### config.mk
export PLATFORM = sky130hd
export DESIGN_NAME = mul_unit
export DESIGN_NICKNAME = d
export VERILOG_FILES = /design/src/rtl/mul_pkg.sv /design/src/rtl/mul_datapath.sv /design/src/rtl/mul_unit.sv
export SDC_FILE = /design/constraint.sdc
export NUM_CORES = 1
export LEC_CHECK = 0
export BUFFER_PORTS_ARGS = -buffer_cell sky130_fd_sc_hd__buf_2
export CORE_UTILIZATION = 35
export CTS_BUF_LIST = sky130_fd_sc_hd__clkbuf_4 sky130_fd_sc_hd__clkbuf_8
export CTS_CLUSTER_DIAMETER = 100
export CTS_CLUSTER_SIZE = 28
export DETAILED_ROUTE_END_ITERATION = 8
export PLACE_DENSITY = 0.54
export SLEW_MARGIN = 25
export SYNTH_ARGS = -nofsm -noshare
export SYNTH_HDL_FRONTEND = slang
export SYNTH_SLANG_ARGS = --single-unit
### constraint.sdc
create_clock -name clock -period 3.2 [get_ports clock]
set_input_delay 0 -clock clock [delete_from_list [all_inputs] [get_ports clock]]
set_output_delay 0 -clock clock [all_outputs]
set_load 0.02 [all_outputs]
### src/rtl/mul_pkg.sv
// Shared encodings for the iterative LEGv8 multiplier: opcodes, FSM states and
// the zero-register index that must never be written.
package mul_pkg;

   typedef enum logic [1:0] {
      OP_MUL   = 2'b00,
      OP_UMULH = 2'b01,
      OP_SMULH = 2'b10,
      OP_RSVD  = 2'b11
   } op_e;

   typedef enum logic [1:0] {
      S_IDLE,
      S_RUN,
      S_FIX,
      S_DONE
   } state_e;

   localparam logic [4:0] XZR_IDX = 5'd31;

endpackage

### src/rtl/mul_datapath.sv
// Shift-add datapath: unsigned magnitude multiply with a final sign fix-up and
// half selection into the result register.
module mul_datapath #(
   parameter int WIDTH = 64
) (
   input  logic             clock,
   input  logic             reset_n,
   input  logic             i_load,
   input  logic             i_step,
   input  logic             i_fix,
   input  logic             i_signed,
   input  logic             i_sel_hi,
   input  logic [WIDTH-1:0] i_a,
   input  logic [WIDTH-1:0] i_b,
   output logic [WIDTH-1:0] o_result
);

   logic [2*WIDTH-1:0] r_acc;
   logic [WIDTH-1:0]   r_mcand;
   logic [WIDTH-1:0]   r_mplier;
   logic [WIDTH-1:0]   r_result;
   logic               r_neg;

   logic [WIDTH-1:0]   w_abs_a;
   logic [WIDTH-1:0]   w_abs_b;
   logic [WIDTH-1:0]   w_addend;
   logic [WIDTH:0]     w_sum;
   logic [2*WIDTH-1:0] w_fixed;

   // Magnitudes are unsigned, so the most negative input maps cleanly to 2^(WIDTH-1).
   assign w_abs_a  = (i_signed && i_a[WIDTH-1]) ? -i_a : i_a;
   assign w_abs_b  = (i_signed && i_b[WIDTH-1]) ? -i_b : i_b;
   assign w_addend = r_mplier[0] ? r_mcand : '0;
   assign w_sum    = {1'b0, r_acc[2*WIDTH-1:WIDTH]} + {1'b0, w_addend};
   assign w_fixed  = r_neg ? -r_acc : r_acc;
   assign o_result = r_result;

   always_ff @(posedge clock or negedge reset_n) begin
      if (!reset_n) begin
         r_acc    <= '0;
         r_mcand  <= '0;
         r_mplier <= '0;
         r_result <= '0;
         r_neg    <= 1'b0;
      end else if (i_load) begin
         r_acc    <= '0;
         r_mcand  <= w_abs_a;
         r_mplier <= w_abs_b;
         r_neg    <= i_signed & (i_a[WIDTH-1] ^ i_b[WIDTH-1]);
      end else if (i_step) begin
         // Carry out of the upper-half add becomes the new MSB after the shift.
         r_acc    <= {w_sum, r_acc[WIDTH-1:1]};
         r_mplier <= r_mplier >> 1;
      end else if (i_fix) begin
         r_acc    <= w_fixed;
         r_result <= i_sel_hi ? w_fixed[2*WIDTH-1:WIDTH] : w_fixed[WIDTH-1:0];
      end
   end

endmodule

### src/rtl/mul_unit.sv
// Iterative 64x64 multiplier for MUL/UMULH/SMULH; control FSM and iteration
// counter, with outputs shaped for the register file's negedge write port.
module mul_unit
   import mul_pkg::*;
#(
   parameter int WIDTH = 64,
   parameter int CNT_W = 7
) (
   input  logic             clock,
   input  logic             reset_n,
   input  logic             start,
   input  logic [1:0]       op,
   input  logic [WIDTH-1:0] op_a,
   input  logic [WIDTH-1:0] op_b,
   input  logic [4:0]       dest_add,
   output logic             busy,
   output logic             done,
   output logic [WIDTH-1:0] result,
   output logic             write_en,
   output logic [4:0]       write_add
);

   state_e           r_state;
   state_e           w_next;
   logic [CNT_W-1:0] r_count;
   op_e              r_op;
   logic [4:0]       r_dest;

   logic             w_load;
   logic             w_step;
   logic             w_fix;
   logic             w_signed;
   logic             w_sel_hi;

   assign w_signed  = (op_e'(op) == OP_SMULH);
   assign w_sel_hi  = (r_op == OP_UMULH) || (r_op == OP_SMULH);

   assign busy      = (r_state != S_IDLE);
   assign done      = (r_state == S_DONE);
   assign write_en  = done && (r_dest != XZR_IDX);
   assign write_add = r_dest;

   always_comb begin
      w_next = r_state;
      w_load = 1'b0;
      w_step = 1'b0;
      w_fix  = 1'b0;
      case (r_state)
         S_IDLE: begin
            if (start) begin
               w_load = 1'b1;
               w_next = S_RUN;
            end
         end
         S_RUN: begin
            w_step = 1'b1;
            if (r_count == CNT_W'(WIDTH - 1)) begin
               w_next = S_FIX;
            end
         end
         S_FIX: begin
            w_fix  = 1'b1;
            w_next = S_DONE;
         end
         S_DONE:  w_next = S_IDLE;
         default: w_next = S_IDLE;
      endcase
   end

   always_ff @(posedge clock or negedge reset_n) begin
      if (!reset_n) begin
         r_state <= S_IDLE;
         r_count <= '0;
         r_op    <= OP_MUL;
         r_dest  <= '0;
      end else begin
         r_state <= w_next;
         if (w_load) begin
            r_count <= '0;
            r_op    <= op_e'(op);
            r_dest  <= dest_add;
         end else if (w_step) begin
            r_count <= r_count + CNT_W'(1);
         end
      end
   end

   mul_datapath #(
      .WIDTH (WIDTH)
   ) u_datapath (
      .clock    (clock),
      .reset_n  (reset_n),
      .i_load   (w_load),
      .i_step   (w_step),
      .i_fix    (w_fix),
      .i_signed (w_signed),
      .i_sel_hi (w_sel_hi),
      .i_a      (op_a),
      .i_b      (op_b),
      .o_result (result)
   );

endmodule

==> impl_metrics.toml, run 1 <==
[status]
status = "complete, but fails checks"
violations = "setup timing"

[route]
wl_um = 96040
first_pass_iters = 6
drc = 0
dr.first_iter.drc_count = 2146
viasPerCell = 5.362
detail-route-antenna-nets = 0
wl_per_cell_um = 19.05
vias = 27030

[die]
die_x_um = 273.1
die_area_um2 = 74560
pin_count = 210
initial_utilization_pct = 35.31
die_h_um = 273.1
core_um2 = 72830
rows = 99

[worst_hold_path]
min_to = "r_op[0]$_DFFE_PN0P_"
hp-start = "op[0]"
hold_class = "primary input to register"
whs_path_depth = 4

[global_route]
gr-total-overflow = 0
grt_pass1_wl_um = 148500
grt.total_usage_pct = 25.12
grt_pass1_vias = 25580
grt_start_max_net_pins = 217
antenna_found_initial = 7

[synthesis]
synthTopCellsByArea = "dfrtp_1 33%, o21ai_0 6.7%, nand2_1 6.3%, xor2_1 5.8%, xnor2_1 4.6%"
syn_avg_cell_area_um2 = 7.939
synth.cell_area_um2 = 25720
synth-edff-count = 0
synthArstFlopShare_pct = 100.0
yosys_warnings = 0
yosysMostFrequentCell = "nand2_1"
ys_top_cells_by_count = "431 x nand2_1, 345 x o21ai_0, 337 x dfrtp_1"
ys_seq_area_share_pct = 32.79
ys.flop_type = "dfrtp_1"
syn-num-nets = 3451
synth.distinct_cells = 84
netlist_instances = 3239
yosys.area.top_type_share_pct = 32.79
synth-seq-cells = 337
yosysTopAreaCell = "dfrtp_1"

[pwr]
max-vdd-ir-drop_v = 0.0002767
p_per_area_nw_per_um2 = 211.8
cellLeakagePower_nw = 17.29
p_int_mw = 5.522
clockPowerShare_pct = 35.8
switching_share_pct = 28.78
p_switching_mw = 2.231
seq_power_share_pct = 54.9
p_comb_share_pct = 9.2

[placement]
gp_congestion = 0.9372
dp.final_hpwl_um = 70700
placed_cells = 4731
portBuffers = 209

[clocking]
cts-root-buf = "clkbuf_8"
insertion_delay_ns = 0.69
cts_buffer_depth = 3
htree_levels = 1
cts_tree = "done"
numCtsBuffers = 23
clk_pin_slew_ns = 0.17
clock-sinks = 337

[timing]
final.min_clock_period_ns = 3.334
hold_viol_final = 0
slew_headroom_pct = 34.90
fin_hold_ws_ns = 0.09032
period_share_pct = 104.2
clock.fmax_ghz = 0.2999
slew_viol_final = 0
fin_skew_ns = 0.05318
setup_viol = 12
tightest_slew_ns = 0.9764
rsz0062_at_grt = "true"
layout_setup_ws_ns = -0.1345

[worst_setup_path]
worstPathRequired_ns = 3.77
r2r-end = "u_datapath.r_acc[117]$_DFFE_PN0P_"
worstSetupPathType = "register to register"
cp.arrival_ns = 3.91
ff2ff_setup_slack_ns = -0.13
cp_max_fo = 4
crit_path_start_kind = "register"
crit_path_end_kind = "register"
r2r_cells = 14
r2r_start = "u_datapath.r_mplier[0]$_DFFE_PN0P_"

[finish]
utilization_pct = 50.25
final_cells = 5041
syn_to_final_growth_pct = 42.33
finish.net_count = 4272
drive_gt1_share_pct = 28.26

[run]
drv_cap = 0
==> stage by stage <==
step	TNS, ns	setup slack, ns	power, mW	cell area, um^2
after floorplan	-0.01688	-0.01688	4.519	25730
after global placement	-6.475	-0.4176	4.812	31450
after detailed placement	-7.326	-0.5080	4.813	31450
after CTS	-1.264	-0.2029	7.858	35200
after global routing	-4.310	-0.2430	8.073	36600
final	-0.6751	-0.1345	7.753	36600
==> power by group through the flow <==
stage                     clock [mW]  combinational (mW)  sequential, mW
final                           2.78               0.716            4.26
after global routing            3.02               0.791            4.26
after CTS                       2.88               0.714            4.26
after detailed placement           0               0.474            4.34
after global placement             0               0.473            4.34
after floorplan                    0               0.178            4.34
==> repair_timing <==
item,CTS,global route
cloned,2,0
hold buffers,212,0
buffers inserted,22,34
pin swaps,80,130
endpoints found under the setup margin,70,104
hold endpoints to repair,490,0
gates resized for setup,169,243
==> critical path: stages (launching register included) <==
cell	delay, ns
dfrtp_2	0.45
and2_4	0.17
ha_4	0.13
inv_2	0.04
fa_2	0.38
nor2b_4	0.16
o31ai_4	0.09
o21a_1	0.23
o211ai_1	0.31
a31oi_2	0.17
o31a_1	0.36
o21a_1	0.25
o31a_1	0.26
xor2_1	0.16
o21ai_1	0.08
==> routing by layer <==
| layer | track usage (%) | vias up | part of all wire (%) |
|---|---|---|---|
| li1 | - | 13160 | - |
| met1 | 37.26 | 12930 | 48 |
| met2 | 38.58 | 818 | 44 |
| met3 | 2.539 | 128 | 5.4 |
| met4 | 6.616 | 0 | 2.8 |
| met5 | 0 | - | 0 |
==> how the worst max path moves through the flow <==
stage,to,start,depth (start not counted)
after floorplan,u_datapath.r_acc[124]$_DFFE_PN0P_,u_datapath.r_mplier[0]$_DFFE_PN0P_,15
after global placement,u_datapath.r_acc[118]$_DFFE_PN0P_,u_datapath.r_acc[25]$_DFFE_PN0P_,13
after detailed placement,u_datapath.r_acc[118]$_DFFE_PN0P_,u_datapath.r_acc[25]$_DFFE_PN0P_,13
after CTS,u_datapath.r_acc[117]$_DFFE_PN0P_,u_datapath.r_mplier[0]$_DFFE_PN0P_,14
after global routing,u_datapath.r_acc[117]$_DFFE_PN0P_,u_datapath.r_mplier[0]$_DFFE_PN0P_,14
final,u_datapath.r_acc[117]$_DFFE_PN0P_,u_datapath.r_mplier[0]$_DFFE_PN0P_,14
==> cell families (layout without fill, tap and decap cells) <==
family / Yosys count / in the layout / share of synthesized area, %
and+or+nand+nor: 1153 / 1153 / 21.25
AOI/OAI and AO/OA: 963 / 963 / 23.08
DFF: 337 / 337 / 32.79
xor gates and xnor gates: 307 / 307 / 10.46
buffers and inverters: 290 / 1127 / 4.272
muxes: 115 / 115 / 4.525
adders and majority gates: 74 / 74 / 3.630
other: 0 / 6 / 0
==> area by class of cell <==
| cell class | instances | area [um^2] |
|---|---|---|
| clock inverter | 16 | 259.0 |
| tap | 959 | 1200 |
| inverter | 77 | 289.0 |
| clock buffer | 25 | 331.6 |
| timing repair buffer | 1009 | 7944 |
| multi-input combinational | 2612 | 18120 |
| fill | 7036 | 36230 |
| antenna | 6 | 15.01 |
| sequential | 337 | 8443 |
==> flip-flops by register name, indices dropped and copies added (netlist names) <==
signal	count
u_datapath.r_acc	128
u_datapath.r_mcand	64
u_datapath.r_mplier	64
u_datapath.o_result	64
r_count	7
r_op	2
u_datapath.r_neg	1
r_state	2
write_add	5
==> cells in the final DEF, fill, tap and decap left out, types with 14 or more instances in the layout <==
master,synthesis,routed
o41ai_1,23,14
nand2_1,431,419
a211oi_1,20,16
a22oi_1,23,23
dfrtp_1,337,331
xnor2_2,0,14
a21oi_2,1,38
clkbuf_8,0,23
o211ai_1,27,27
ha_1,73,37
nand3_1,59,54
buf_2,5,208
mux2i_1,105,104
xor2_1,171,152
xor2_2,0,16
o21a_1,18,16
and2_1,75,64
nor2_1,279,264
o31ai_1,72,62
buf_12,0,15
nor4_1,24,15
ha_4,0,32
or4_1,27,15
o21ai_1,2,41
inv_1,77,73
or3_1,40,34
nand4_1,37,37
nor3_1,76,69
or4_4,2,14
nor2b_1,20,18
buf_4,1,538
a21oi_1,226,183
o21ai_0,345,295
dlygate4sd3_1,0,212
xnor2_1,136,121
a21o_1,74,74
a31oi_1,25,21
buf_6,0,33
nand2b_1,18,15
Note: power is estimated with default switching activity, not from simulation.
==> inputs of run 2 (changes only) <==
- CORE_MARGIN: unset -> 2
- SETUP_SLACK_MARGIN: unset -> 0.05
- TNS_END_PERCENT: unset -> 50
==> impl_metrics.toml, run 2 (synthesis gave the netlist of run 1 again) <==
[status]
status = "complete, but fails checks"
violations = "setup timing"

[clocking]
clk_pin_slew_ns = 0.17
insertion_delay_ns = 0.69
cts_tree = "done"
cts-root-buf = "clkbuf_8"
htree_levels = 1
cts_buffer_depth = 3
clock-sinks = 337
numCtsBuffers = 23

[worst_hold_path]
hp-start = "dest_add[3]"
hold_class = "primary input to register"
whs_path_depth = 4
min_to = "write_add[3]$_DFFE_PN0P_"

[worst_setup_path]
r2r-end = "u_datapath.o_result[41]$_DFFE_PN0P_"
ff2ff_setup_slack_ns = -0.19
cp.arrival_ns = 3.96
worstPathRequired_ns = 3.77
worstSetupPathType = "register to register"
crit_path_start_kind = "register"
r2r_start = "u_datapath.r_acc[60]$_DFFE_PN0P_"
cp_max_fo = 4
r2r_cells = 11
crit_path_end_kind = "register"

[finish]
final_common_cell = "buf_4"
finish.net_count = 4298
layout_common_cells = "549 x buf_4, 418 x nand2_1, 332 x dfrtp_1"
utilization_pct = 51.12
final_cells = 5064
drive_gt1_share_pct = 30.23
fillers = 6955
syn_to_final_growth_pct = 44.80
regMostFlops = "u_datapath.r_acc"
largest_register_ffs = 128

[timing]
tightest_slew_ns = 0.9928
final.min_clock_period_ns = 3.391
setup_viol = 37
rsz0062_at_grt = "true"
clock.fmax_ghz = 0.2949
layout_setup_ws_ns = -0.1911
fin_skew_ns = 0.05435
fin_hold_ws_ns = 0.05610
slew_headroom_pct = 33.71
slew_viol_final = 0
hold_viol_final = 0
period_share_pct = 106.0

[global_route]
grt_pass1_vias = 25500
antenna_found_initial = 3
gr-total-overflow = 0
grt_start_max_net_pins = 102
grt.total_usage_pct = 24.86
grt_pass1_wl_um = 148500

[die]
die_area_um2 = 75660
die_x_um = 275.1
rows = 99
die_h_um = 275.1
initial_utilization_pct = 35.31
pin_count = 210
core_um2 = 72830

[pwr]
max-vdd-ir-drop_v = 0.0002771
total_power_mw = 7.786
p_per_area_nw_per_um2 = 209.1
cellLeakagePower_nw = 17.59

[run]
drv_cap = 0

[route]
dr.first_iter.drc_count = 2112
wl_per_cell_um = 19.38
first_pass_iters = 7
vias = 27170
wl_um = 98160
viasPerCell = 5.364
detail-route-antenna-nets = 0
drc = 0

[placement]
gp_congestion = 0.9429
pre_cts_ws_ns = -0.4959
placed_cells = 4749
dp.final_hpwl_um = 71350
portBuffers = 209
==> run 2: cell types whose count changed in the layout (fill, tap and decap cells not counted), moves of 6 or more <==
cell     change
a21oi_1     -10
a21oi_2      +9
and2_1       -6
and2_4       +6
buf_4       +11
buf_6       +16
o21ai_0     -12
o21ai_2     +11
xnor2_1      -6
==> run 2: power breakdown <==
group	switching (mW)	internal [mW]
clock network	1.92	0.881
registers	0	4.26
logic	0.343	0.378
==> run 2: metrics by stage <==
stage	instance area, um^2	setup TNS, ns
after floorplan	25740	0
after global placement	31600	-10.28
after CTS	35410	-3.027
after global routing	37240	-7.271
final	37240	-2.886
after detailed placement	31600	-10.79
==> run 2: routing by layer <==
metal / vias up / wire length (um) / track usage (%)
li1: 13180 / - / -
met1: 13000 / 47040 / 37.08
met2: 837 / 42950 / 38.33
met3: 154 / 5140 / 1.981
met4: 0 / 3035 / 6.871
met5: - / 0 / 0
==> run 2: worst max-delay path by stage <==
stage	depth (start not counted)	from	slack (ns)	endpoint
6_report	11	u_datapath.r_acc[60]$_DFFE_PN0P_	-0.19	u_datapath.o_result[41]$_DFFE_PN0P_
4_1_cts	14	u_datapath.r_mplier[0]$_DFFE_PN0P_	-0.26	u_datapath.r_acc[117]$_DFFE_PN0P_
3_3_place_gp	13	u_datapath.r_acc[60]$_DFFE_PN0P_	-0.46	u_datapath.r_acc[111]$_DFFE_PN0P_
5_1_grt	15	u_datapath.r_mplier[0]$_DFFE_PN0P_	-0.32	u_datapath.r_acc[124]$_DFFE_PN0P_
3_5_place_dp	13	u_datapath.r_acc[60]$_DFFE_PN0P_	-0.50	u_datapath.r_acc[111]$_DFFE_PN0P_
2_1_floorplan	15	u_datapath.r_mplier[0]$_DFFE_PN0P_	0.03	u_datapath.r_acc[124]$_DFFE_PN0P_
==> run 2: worst max-delay path, stage by stage (launching register included) <==
cell      delay (ns)
dfrtp_1         0.41
or4_4           0.56
nor4b_4         0.35
buf_4           0.17
and4_4          0.21
and4_4          0.27
buf_12          0.11
nand4_4         0.15
o41a_1          0.51
xor2_1          0.20
o211ai_1        0.26
o21ai_1         0.10
==> run 2: layout make-up <==
type                       instances  area, um^2  share of cell area (%)
multi-input combinational       2612       18500                   49.67
sequential                       337        8442                   22.67
timing repair buffer            1035        8209                   22.05
tap                              959        1200                   3.222
clock buffer                      24       330.3                  0.8871
inverter                          77       289.0                  0.7762
clock inverter                    17       262.8                  0.7056
antenna                            3       7.507                 0.02016
==> run 2: timing repair <==
| item | in CTS | in global routing |
|---|---|---|
| setup buffers | 20 | 43 |
| cloned | 0 | 1 |
| hold buffers | 210 | 0 |
| endpoints found under the hold margin | 470 | 0 |
| pin swaps | 79 | 159 |
| setup endpoints to repair | 102 | 127 |
| resized for setup | 182 | 323 |
